File: src/rtl/soc_addr_decoder.sv
// Address decode stage in front of the SoC peripheral crossbar: registers mapped requests
// with a one-hot target select and answers unmapped requests locally with DECERR beats.
module soc_addr_decoder #(
    parameter int NbPeriph = 11,
    parameter int IdWidth  = 5,
    parameter int CntWidth = 16
) (
    input  logic                clk_i,
    input  logic                rst_ni,
    input  logic                req_valid_i,
    output logic                req_ready_o,
    input  logic [63:0]         req_addr_i,
    input  logic                req_write_i,
    input  logic [IdWidth-1:0]  req_id_i,
    input  logic [7:0]          req_len_i,
    output logic                mst_valid_o,
    input  logic                mst_ready_i,
    output logic [63:0]         mst_addr_o,
    output logic                mst_write_o,
    output logic [IdWidth-1:0]  mst_id_o,
    output logic [7:0]          mst_len_o,
    output logic [NbPeriph-1:0] mst_sel_o,
    output logic [3:0]          mst_idx_o,
    output logic                err_valid_o,
    input  logic                err_ready_i,
    output logic [IdWidth-1:0]  err_id_o,
    output logic [1:0]          err_resp_o,
    output logic                err_last_o,
    output logic                err_write_o,
    output logic [CntWidth-1:0] decerr_cnt_o
);

    typedef enum logic [1:0] {
        IDLE = 2'd0,
        FWD  = 2'd1,
        ERR  = 2'd2
    } state_e;

    state_e               state_r;
    logic [7:0]           err_len_r;
    logic [7:0]           beat_cnt_r;
    logic                 hit_s;
    logic [3:0]           idx_s;
    logic [NbPeriph-1:0]  sel_s;
    logic                 accept_s;

    function automatic logic [63:0] region_base(input logic [3:0] idx);
        case (idx)
            4'd0:    region_base = 64'h0000_0000_5000_0000;
            4'd1:    region_base = 64'h0000_0000_8000_0000;
            4'd2:    region_base = 64'h0000_0000_4000_0000;
            4'd3:    region_base = 64'h0000_0000_3000_0000;
            4'd4:    region_base = 64'h0000_0000_2000_0000;
            4'd5:    region_base = 64'h0000_0000_1800_0000;
            4'd6:    region_base = 64'h0000_0000_1000_0000;
            4'd7:    region_base = 64'h0000_0000_0C00_0000;
            4'd8:    region_base = 64'h0000_0000_0200_0000;
            4'd9:    region_base = 64'h0000_0000_0001_0000;
            4'd10:   region_base = 64'h0000_0000_0000_0000;
            default: region_base = 64'h0000_0000_0000_0000;
        endcase
    endfunction

    // A zero length makes an index unmatchable.
    function automatic logic [63:0] region_len(input logic [3:0] idx);
        case (idx)
            4'd0:    region_len = 64'h0000_0000_03FF_FFFF;
            4'd1:    region_len = 64'h0000_0000_4000_0000;
            4'd2:    region_len = 64'h0000_0000_0000_1000;
            4'd3:    region_len = 64'h0000_0000_0001_0000;
            4'd4:    region_len = 64'h0000_0000_0080_0000;
            4'd5:    region_len = 64'h0000_0000_0000_1000;
            4'd6:    region_len = 64'h0000_0000_0000_1000;
            4'd7:    region_len = 64'h0000_0000_03FF_FFFF;
            4'd8:    region_len = 64'h0000_0000_000C_0000;
            4'd9:    region_len = 64'h0000_0000_0001_0000;
            4'd10:   region_len = 64'h0000_0000_0000_1000;
            default: region_len = 64'h0000_0000_0000_0000;
        endcase
    endfunction

    // Address match; scanning downward lets the lowest matching index win.
    always_comb begin
        hit_s = 1'b0;
        idx_s = 4'd0;
        for (int i = NbPeriph - 1; i >= 0; i--) begin
            // Unsigned wrap of (addr - base) folds both region bounds into one compare.
            if ((req_addr_i - region_base(4'(i))) < region_len(4'(i))) begin
                hit_s = 1'b1;
                idx_s = 4'(i);
            end else begin
                hit_s = hit_s;
                idx_s = idx_s;
            end
        end
    end

    assign sel_s    = {{(NbPeriph-1){1'b0}}, 1'b1} << idx_s;
    assign accept_s = req_valid_i & req_ready_o;

    // Request ready per state; FWD passes mst_ready_i through for full throughput.
    always_comb begin
        case (state_r)
            IDLE:    req_ready_o = 1'b1;
            FWD:     req_ready_o = mst_ready_i;
            default: req_ready_o = 1'b0;
        endcase
    end

    // Control FSM with all request/response outputs registered.
    always_ff @(posedge clk_i) begin
        if (!rst_ni) begin
            state_r      <= IDLE;
            mst_valid_o  <= 1'b0;
            mst_addr_o   <= 64'd0;
            mst_write_o  <= 1'b0;
            mst_id_o     <= {IdWidth{1'b0}};
            mst_len_o    <= 8'd0;
            mst_sel_o    <= {NbPeriph{1'b0}};
            mst_idx_o    <= 4'd0;
            err_valid_o  <= 1'b0;
            err_id_o     <= {IdWidth{1'b0}};
            err_resp_o   <= 2'b00;
            err_last_o   <= 1'b0;
            err_write_o  <= 1'b0;
            err_len_r    <= 8'd0;
            beat_cnt_r   <= 8'd0;
            decerr_cnt_o <= {CntWidth{1'b0}};
        end else if (accept_s && hit_s) begin
            state_r     <= FWD;
            mst_valid_o <= 1'b1;
            mst_addr_o  <= req_addr_i;
            mst_write_o <= req_write_i;
            mst_id_o    <= req_id_i;
            mst_len_o   <= req_len_i;
            mst_sel_o   <= sel_s;
            mst_idx_o   <= idx_s;
        end else if (accept_s) begin
            state_r     <= ERR;
            mst_valid_o <= 1'b0;
            mst_addr_o  <= 64'd0;
            mst_write_o <= 1'b0;
            mst_id_o    <= {IdWidth{1'b0}};
            mst_len_o   <= 8'd0;
            mst_sel_o   <= {NbPeriph{1'b0}};
            mst_idx_o   <= 4'd0;
            err_valid_o <= 1'b1;
            err_id_o    <= req_id_i;
            err_resp_o  <= 2'b11;
            err_write_o <= req_write_i;
            err_last_o  <= req_write_i | (req_len_i == 8'd0);
            err_len_r   <= req_len_i;
            beat_cnt_r  <= 8'd0;
            if (decerr_cnt_o != {CntWidth{1'b1}}) begin
                decerr_cnt_o <= decerr_cnt_o + CntWidth'(1);
            end
        end else if (state_r == FWD && mst_ready_i) begin
            state_r     <= IDLE;
            mst_valid_o <= 1'b0;
            mst_addr_o  <= 64'd0;
            mst_write_o <= 1'b0;
            mst_id_o    <= {IdWidth{1'b0}};
            mst_len_o   <= 8'd0;
            mst_sel_o   <= {NbPeriph{1'b0}};
            mst_idx_o   <= 4'd0;
        end else if (state_r == ERR && err_ready_i) begin
            if (err_last_o) begin
                state_r     <= IDLE;
                err_valid_o <= 1'b0;
                err_id_o    <= {IdWidth{1'b0}};
                err_resp_o  <= 2'b00;
                err_last_o  <= 1'b0;
                err_write_o <= 1'b0;
                err_len_r   <= 8'd0;
                beat_cnt_r  <= 8'd0;
            end else begin
                beat_cnt_r <= beat_cnt_r + 8'd1;
                err_last_o <= ((beat_cnt_r + 8'd1) == err_len_r);
            end
        end
    end

endmodule

File: config.mk
export PLATFORM = sky130hd
export DESIGN_NAME = soc_addr_decoder
export DESIGN_NICKNAME = d
export VERILOG_FILES = /design/src/rtl/soc_addr_decoder.sv
export SDC_FILE = /design/constraint.sdc
export NUM_CORES = 1
export LEC_CHECK = 0
export BUFFER_PORTS_ARGS = -buffer_cell sky130_fd_sc_hd__clkbuf_2
export CORE_UTILIZATION = 50
export CTS_CLUSTER_DIAMETER = 120
export DETAILED_ROUTE_END_ITERATION = 10
export PLACE_DENSITY = 0.73
export SETUP_SLACK_MARGIN = 0.02
export SLEW_MARGIN = 20
export SYNTH_ARGS = -nofsm -noshare
export SYNTH_HDL_FRONTEND = slang
export SYNTH_SLANG_ARGS = --single-unit
File: constraint.sdc
create_clock -name clk_i -period 8.86 [get_ports clk_i]
set_input_delay 0 -clock clk_i [delete_from_list [all_inputs] [get_ports clk_i]]
set_output_delay 0 -clock clk_i [all_outputs]
set_load 0.005 [all_outputs]
* Word level (Yosys, flattened, before mapping)
Index checks and enable logic that the tools add are counted.
Word-level totals: flip-flop bits (word level) 138, input bits 83, output and inout port bits 121, word-level logic and storage cells 138
Cells by class: add/sub/neg operators 12, order comparisons 11, equal/unequal tests 5, shifts and indexed selects 1, multiplexer cells 70, bitwise logic cells 4, reduce and logical (&&, ||, !) cells 18
Operators by type and width (count):
- 64-bit by 13-bit less-than comparator with 1-bit output, second input constant | 4
- 64-bit 2-to-1 mux | 3
- 64-bit by 17-bit less-than comparator with 1-bit output, second input constant | 2
- 64-bit by 26-bit less-than comparator with 1-bit output, second input constant | 2
- 64-bit by 29-bit subtractor with 64-bit output, second input constant | 2
- 64-bit by 30-bit subtractor with 64-bit output, second input constant | 2
- 64-bit by 31-bit subtractor with 64-bit output, second input constant | 2
- 8-bit 2-to-1 mux | 11
- 64-bit by 20-bit less-than comparator with 1-bit output, second input constant | 1
- 64-bit by 24-bit less-than comparator with 1-bit output, second input constant | 1
- 64-bit by 31-bit less-than comparator with 1-bit output, second input constant | 1
- 64-bit by 17-bit subtractor with 64-bit output, second input constant | 1
- 64-bit by 26-bit subtractor with 64-bit output, second input constant | 1
- 64-bit by 28-bit subtractor with 64-bit output, second input constant | 1
- 64-bit by 32-bit subtractor with 64-bit output, second input constant | 1
- 4-bit 2-to-1 mux | 14
- 5-bit 2-to-1 mux | 7
- 11-bit 2-to-1 mux | 3
- 1-bit 2-to-1 mux | 25
- 16-bit by 1-bit adder with 16-bit output, second input constant | 1
- 16-bit inequality test, second input constant | 1
- 2-bit 2-to-1 mux | 6
- 1-bit by 4-bit << shifter with 11-bit output, first input constant | 1
- 3-bit nonzero test | 3
- other kinds (18) | 25

* Longest topological paths before layout
Gate-level depths: netlist of run 1.
word-level depth 15, gate-level depth with buffers 19, depth with buffers taken out 13

* Worst setup path before layout of run 1
No wires, ideal clock.
path type input to register, start input port req_addr_i[31], end register decerr_cnt_o[8], library setup time 0.115 ns, arrival time 3.779 ns, required time 8.745 ns, setup slack 4.966 ns, cell stages on the path 17, buffers on the path 4, cell sequence clkbuf_1 > inv_1 > clkbuf_1 > ha_1 > or3b_2 > buf_1 > nor3_4 > a21oi_1 > a2111oi_4 > nand4_1 > or4_1 > nand4_1 > nor2_1 > nand3b_1 > buf_2 > nor4_1 > o21a_1
On the way: longest elaborated chain between the ends 15
Ends and longest elaborated chain:
- from (decl) | RTL line 12 | input logic [63:0] req_addr_i,
- 64-bit by 17-bit subtractor with 64-bit output or 64-bit by 13-bit less-than comparator with 1-bit output (tied branches) | RTL line 88 | if ((req_addr_i - region_base(4'(i))) < region_len(4'(i))) begin
- 64-bit by 17-bit less-than comparator with 1-bit output or 1-bit 2-to-1 mux (tied branches) | RTL line 88
- 1-bit 2-to-1 mux (9 in a row) | RTL line 88
- 1-bit 2-to-1 mux * | RTL line 88
- 1-bit logical AND * | RTL line 129 | end else if (accept_s && hit_s) begin
- 1-bit inverter (no source line) *
- 3-bit AND reduction (no source line) *
- to (signal assigned) | RTL line 128 | decerr_cnt_o <= {CntWidth{1'b0}};
- to (signal assigned) | RTL line 155 | decerr_cnt_o <= decerr_cnt_o + CntWidth'(1);
- to (decl) | RTL line 30 | output logic [CntWidth-1:0] decerr_cnt_o
Every way passes the cells marked *; elsewhere a longest branch is shown, timed or not. A chain may end at the register's enable or synchronous reset.

* Final worst setup path of run 1
start input port req_addr_i[31], end register decerr_cnt_o[6]
Same word-level chain as after synthesis.

==> reports/metrics.yaml, run 1 <==
final_layout:
  fillers: 1814
  syn_to_final_growth_pct: 18.7
  multi_input_area_mm2: 0.00714
  seq_area_mm2: 0.00272
  post-route-util: 0.611
  nNetsFinal: 1628
  drive_gt1_frac: 0.189
grt:
  busiest_layer: "met2"
  use_met2: 0.663
  grt_pass1_vias: 12043
  antenna_found_initial: 0
  met1_usage: 0.593
  grt_pass1_wl_um: 76300
  grtUsageTotal: 0.476
  overflow: 0
  grt_max_degree: 69
  met3_usage: 0.218
synth:
  synth-edff-count: 0
  synth_flop_cell: "dfxtp_1"
  async_flop_share: 0
  netlist_area_mm2: 0.0105
  syn_inst: 1377
  synth.largest_area_cell: "dfxtp_1"
  yosys_warnings: 0
  syn_nets: 1472
  ys_seq_area_frac: 0.260
  synthTopCellsByArea: "dfxtp_1, xnor2_1, nand4_1"
  ys_types: 84
  synth_top_area_share: 0.260
  synth_seq_cells: 136
  avgSynthCellArea_um2: 7.61
floorplanning:
  core_area_mm2: 0.0204
  die_x_um: 147
  ios: 204
  row_count: 52
  die_y_um: 147
  initial_utilization: 0.515
  die_area_mm2: 0.0215
drt:
  avgViaCountPerCell: 7.25
  vias: 13179
  dr.pass1.iters: 8
  wirelength_um: 52100
  wl_per_cell_um: 28.6
  ant_nets: 0
  route.detailed.drc: 0
  drt_iter0_drc: 2143
critical_path:
  cp_slowest_stage_delay_ns: 0.74
  cp_cell_sequence: "clkbuf_2 > inv_1 > ha_1 > buf_4 > nor3b_2 > nand4_1 > nor3_1 > nand2b_1 > nand3_1 > or4_1 > nand4_1 > nor2_1 > nand3b_1 > or4_1 > a21oi_1"
  critPathLaunchType: "input port"
  slowest_stage: "nor3b_2"
  cp_data_arrival_time_ns: 5.99
  path_max_fanout: 24
  crit_type: "input port to flop"
  endpoint_kind: "flop"
  required_ns: 9.22
timing:
  max_slew_margin: 0.160
  slew_viol_final: 0
  worstMarginPinSlew_ns: 1.26
  max_freq_mhz: 177
  holdWs_ns: 0.0343
  fin_setup_tns_ns: 0
  rsz0062_at_grt: "no"
  hold_viol: 0
  finalSetupViolCount: 0
  finalClockSkew_ns: 0.0148
  min_period_ns: 5.64
  fin_crit_sh: 0.636
  layout_setup_ws_ns: 3.22
cts:
  clk_pin_slew_ns: 0.06
  cts_buffers: 17
  insertion_delay_ns: 0.43
  htree_levels: 4
  cts_resized: 0
  cts_tree: "done"
  clock_path_buffers: 2
  cts.sink_count: 136
  clock-root-buffer: "clkbuf_16"
outcome:
  status: "finished, final reports clean"
power:
  total_power_mw: 1.66
  power.leakage_nw: 4.53
  internal_power_mw: 1.11
  combPwrFrac: 0.188
  power_switching_mw: 0.547
  power_frac_seq: 0.378
  switching_share: 0.330
  vdd_drop_max_mv: 0.123
  clockPowerShare: 0.435
  p_per_area_mw_per_mm2: 133
placement:
  place_ws_ns: 3.28
  gp_congestion: 1.13
  hpwl_um: 35700
  portBuffers: 203
run:
  cap_violations: 0
worst_hold_path:
  hp-class: "input port to flop"
flip-flops by register name, summed over array words and instances, names as in the netlist, 2 cells and up:
name	count
mst_id_o	5
decerr_cnt_o	16
mst_sel_o	11
mst_addr_o	64
mst_idx_o	4
mst_len_o	8
err_id_o	5
beat_cnt_r	8
err_len_r	8
state_r	2
metrics by stage:
stage                     std cells  cell area, µm²
after floorplan                1377           10500
after global placement         1744           11400
after detailed placement       1744           11400
after CTS                      1816           12400
after global routing           1816           12400
final                          1818           12400
power groups by stage:
stage | clock network [mW] | logic (mW) | registers [mW]
finish | 0.720 | 0.311 | 0.625
global route | 0.754 | 0.319 | 0.626
CTS | 0.729 | 0.289 | 0.625
detailed placement | 0 | 0.273 | 0.639
global placement | 0 | 0.274 | 0.639
floorplan | 0 | 0.172 | 0.637
placed cells by master (no fill, tap or decap), types with 8 or more instances in the layout:
cell type      count
a211oi_1          10
a21oi_1           50
a22o_1            49
a22oi_1            9
and2_1            10
and3_1            39
and4_1            11
buf_4             17
clkbuf_16         17
clkbuf_2         203
dfxtp_1          136
dlygate4sd3_1     40
ha_1              12
inv_1             21
mux2i_1            8
nand2_1          117
nand2b_1          10
nand3_1           79
nand4_1           72
nor2_1           100
nor2b_1           11
nor3_1            51
nor4_1            66
nor4_4             8
o2111ai_1         10
o21ai_0           49
o22ai_1           12
o31ai_1           28
or3_1             15
or4_1             39
xnor2_1           70
xor2_1            39
what timing repair did:
action	CTS	global route
hold endpoints to repair	54	0
buffers inserted	0	0
hold buffers	40	0
final timing paths:
path,cells after the start,from,slack [ns],to
setup / recovery,15,req_addr_i[31],3.22,decerr_cnt_o[6]
setup reg to reg,6,state_r[0],6.00,decerr_cnt_o[6]
hold reg to reg,2,mst_sel_o[8],0.46,mst_sel_o[8]
hold / removal,5,err_ready_i,0.03,beat_cnt_r[2]
layout make-up:
type,instances,area share
diodes,2,0.000402
clock buffers,17,0.0342
clock inverters,15,0.0141
inverters,25,0.00754
multi-input cells,1093,0.574
flip-flops and latches,136,0.219
well taps,270,0.0271
repair buffers,260,0.124
cells by family (layout without fill, tap and decap cells):
family,Yosys count,in the layout,share of synthesized area
other cells,0,2,0
xor+xnor,109,109,0.0911
mux,8,8,0.00764
flops,136,136,0.260
compound gates,292,292,0.202
fa+ha+maj,12,12,0.0143
buf+inv,148,317,0.0606
simple gates,672,672,0.365
synthesized netlist by cell type (11+ instances only):
cell and instances:
o31ai_1 28, and4_1 11, nor4_1 67, nor2b_1 11, xor2_1 39, and2_1 11
a22o_1 49, clkbuf_1 88, o21ai_0 49, nand4_1 72, or3_1 15, dfxtp_1 136
ha_1 12, buf_1 14, or4_1 39, nand3_1 79, nor3_1 51, nor2_1 100
o22ai_1 12, nand2_1 117, a21oi_1 50, xnor2_1 70, and3_1 39, inv_1 21
worst max-delay path, delay by kind of cell:
kind / cells / cell delay, ns
AO/OA/AOI/OAI: 1 / 0.15
adder cells (fa/ha/maj): 1 / 0.24
buffers and inverters: 3 / 1.19
AND/OR/NAND/NOR: 10 / 4.37
metal layers:
metal / part of all wire / vias to the layer above
met5: 0 / -
met4: 0.077 / 0
met2: 0.40 / 1207
met1: 0.37 / 6051
li1: - / 5555
met3: 0.16 / 366
Power figures use the tool's default switching activity.
==> inputs of run 2 (changes only) <==
Settings changed: PLACE_DENSITY 0.73 to 0.76.
Clock period 8.86 ns to 4.69 ns, I/O delays scaled along.
==> reports/metrics.yaml, run 2 (synthesis results as in run 1) <==
power:
  clockPowerShare: 0.437  # +0.002
  power_frac_seq: 0.361  # -0.017
  vdd_drop_max_mv: 0.208  # +69%
  p_per_area_mw_per_mm2: 246  # +85%
  switching_share: 0.329  # -0.00112
  combPwrFrac: 0.202  # +0.014
  internal_power_mw: 2.20  # +98%
  power.leakage_nw: 5.08  # +12%
  power_switching_mw: 1.08  # +97%
final_layout:
  largestRegisters: "mst_addr_o (64), decerr_cnt_o (16), mst_sel_o (11)"
  nNetsFinal: 1735  # +6.6%
  largest_reg_flops: 64  # unchanged
  drive_gt1_frac: 0.241  # +0.0525
  regMostFlops: "mst_addr_o"
  syn_to_final_growth_pct: 27.0
  mostFrequentLayoutCell: "clkbuf_2"
  stdcell_count: 1924  # +5.8%
  layout_common_cells: "clkbuf_2, dfxtp_1, buf_4"
  fillers: 1685  # -7.1%
drt:
  vias: 13971  # +6.0%
  dr.pass1.iters: 7  # -1
  ant_nets: 0  # unchanged
  wirelength_um: 56400  # +8.3%
  route.detailed.drc: 0  # unchanged
  drt_iter0_drc: 2019  # -5.8%
  avgViaCountPerCell: 7.26  # +0.17%
  wl_per_cell_um: 29.3  # +2.3%
cts:
  htree_levels: 4  # unchanged
  clock_path_buffers: 2  # unchanged
  cts.sink_count: 136  # unchanged
  clk_pin_slew_ns: 0.07  # about the same
  cts_buffers: 17  # unchanged
  cts_tree: "done"
  insertion_delay_ns: 0.42  # about the same
  clock-root-buffer: "clkbuf_16"
timing:
  max_slew_margin: 0.307  # +0.147
  fin_setup_tns_ns: 0  # unchanged
  layout_setup_ws_ns: 0.318  # -2.91 ns
  finalClockSkew_ns: 0.00996  # -0.00484 ns
  min_period_ns: 4.37
  fin_crit_sh: 0.932
  holdWs_ns: 0.0604  # +0.0260 ns
  finalSetupViolCount: 0  # unchanged
  worstMarginPinSlew_ns: 1.03  # -0.227 ns
  slew_viol_final: 0  # unchanged
  rsz0062_at_grt: "no"
  hold_viol: 0  # unchanged
  max_freq_mhz: 229
placement:
  portBuffers: 203  # unchanged
  hpwl_um: 40300  # +13%
  place_ws_ns: 0.448  # -2.84 ns
  gp_congestion: 1.17  # +3.3%
  dp.cells: 1850  # +6.1%
floorplanning:
  die_x_um: 147  # unchanged
  core_area_mm2: 0.0204  # unchanged
  die_y_um: 147  # unchanged
  ios: 204  # unchanged
  row_count: 52  # unchanged
  die_area_mm2: 0.0215  # unchanged
  initial_utilization: 0.515  # unchanged
grt:
  overflow: 0  # unchanged
  grtUsageTotal: 0.516  # +0.0400
  grt_pass1_wl_um: 82800  # +8.5%
  grt_max_degree: 52  # -25%
  grt_pass1_vias: 12925  # +7.3%
  antenna_found_initial: 1  # +1
critical_path:
  cp_data_arrival_time_ns: 4.72  # -1.27 ns
  required_ns: 5.04  # -4.18 ns
  critPathLaunchType: "input port"
  path_max_fanout: 18  # -25%
  endpoint_kind: "flop"
  crit_type: "input port to flop"
run:
  cap_violations: 0  # unchanged
worst_hold_path:
  hp-class: "input port to flop"
outcome:
  status: "finished, final reports clean"
## run 2: cell count changes in the layout (fill, tap and decap cells not counted), moves of 2 or more
| cell | previous run | this run |
|---|---|---|
| buf_4 | 17 | 119 |
| inv_8 | 4 | 7 |
| clkinv_4 | 2 | 0 |
| buf_12 | 0 | 4 |
## run 2: per-stage QoR
step	area, µm²	power, mW	utilization
global route	13300	3.34	0.654
global placement	12300	1.79	0.603
finish	13300	3.28	0.654
CTS	13300	3.23	0.653
detailed placement	12300	1.79	0.603
floorplan	10500	1.53	-
## run 2: path summary, 6_finish.rpt
check	from	to	slack, ns	cells past startpoint
max	req_addr_i[22]	decerr_cnt_o[6]	0.32	16
min	err_ready_i	beat_cnt_r[2]	0.06	5
max reg2reg	state_r[0]	err_len_r[7]	2.12	7
min reg2reg	mst_sel_o[5]	mst_sel_o[5]	0.46	2
## run 2: timing repair
item,CTS,global route
setup endpoints to repair,0,0
buffers inserted,0,0
hold buffers,41,0
gates resized for setup,0,0
endpoints found under the hold margin,55,0
## run 2: power groups by stage
stage / Clock, mW / Combinational, mW / Sequential (mW)
after floorplan: 0 / 0.324 / 1.20
after global placement: 0 / 0.582 / 1.21
after detailed placement: 0 / 0.581 / 1.21
after CTS: 1.44 / 0.612 / 1.18
after global routing: 1.49 / 0.671 / 1.18
final: 1.43 / 0.662 / 1.18
## run 2: worst max-delay path, cell delays in order
cell	delay (ns)
dlygate4sd3_1	0.56
clkbuf_2	0.17
nor4_1	0.67
nand4_1	0.47
or4_1	0.64
xnor2_1	0.30
nor3_1	0.11
nand3_1	0.15
nor4_2	0.06
buf_4	0.15
nor3_4	0.32
buf_4	0.20
nand3b_1	0.12
buf_12	0.19
or4_1	0.40
a21oi_1	0.18
## run 2: cell type report
class | count | area, µm² | share of cell area
diodes | 1 | 2.50 | 0.000188
clock buffers | 17 | 425 | 0.0319
clock inverters | 15 | 198 | 0.0148
inverters | 25 | 93.8 | 0.00705
multi-input cells | 1093 | 7140 | 0.536
flip-flops and latches | 136 | 2720 | 0.204
well taps | 270 | 338 | 0.0254
repair buffers | 367 | 2400 | 0.180
## run 2: metal layers
layer,GRT usage,vias up,part of all wire
met4,0.336,2,0.081
met1,0.630,6442,0.36
li1,-,5759,-
met5,0,-,0.00043
met2,0.755,1387,0.41
met3,0.197,381,0.16
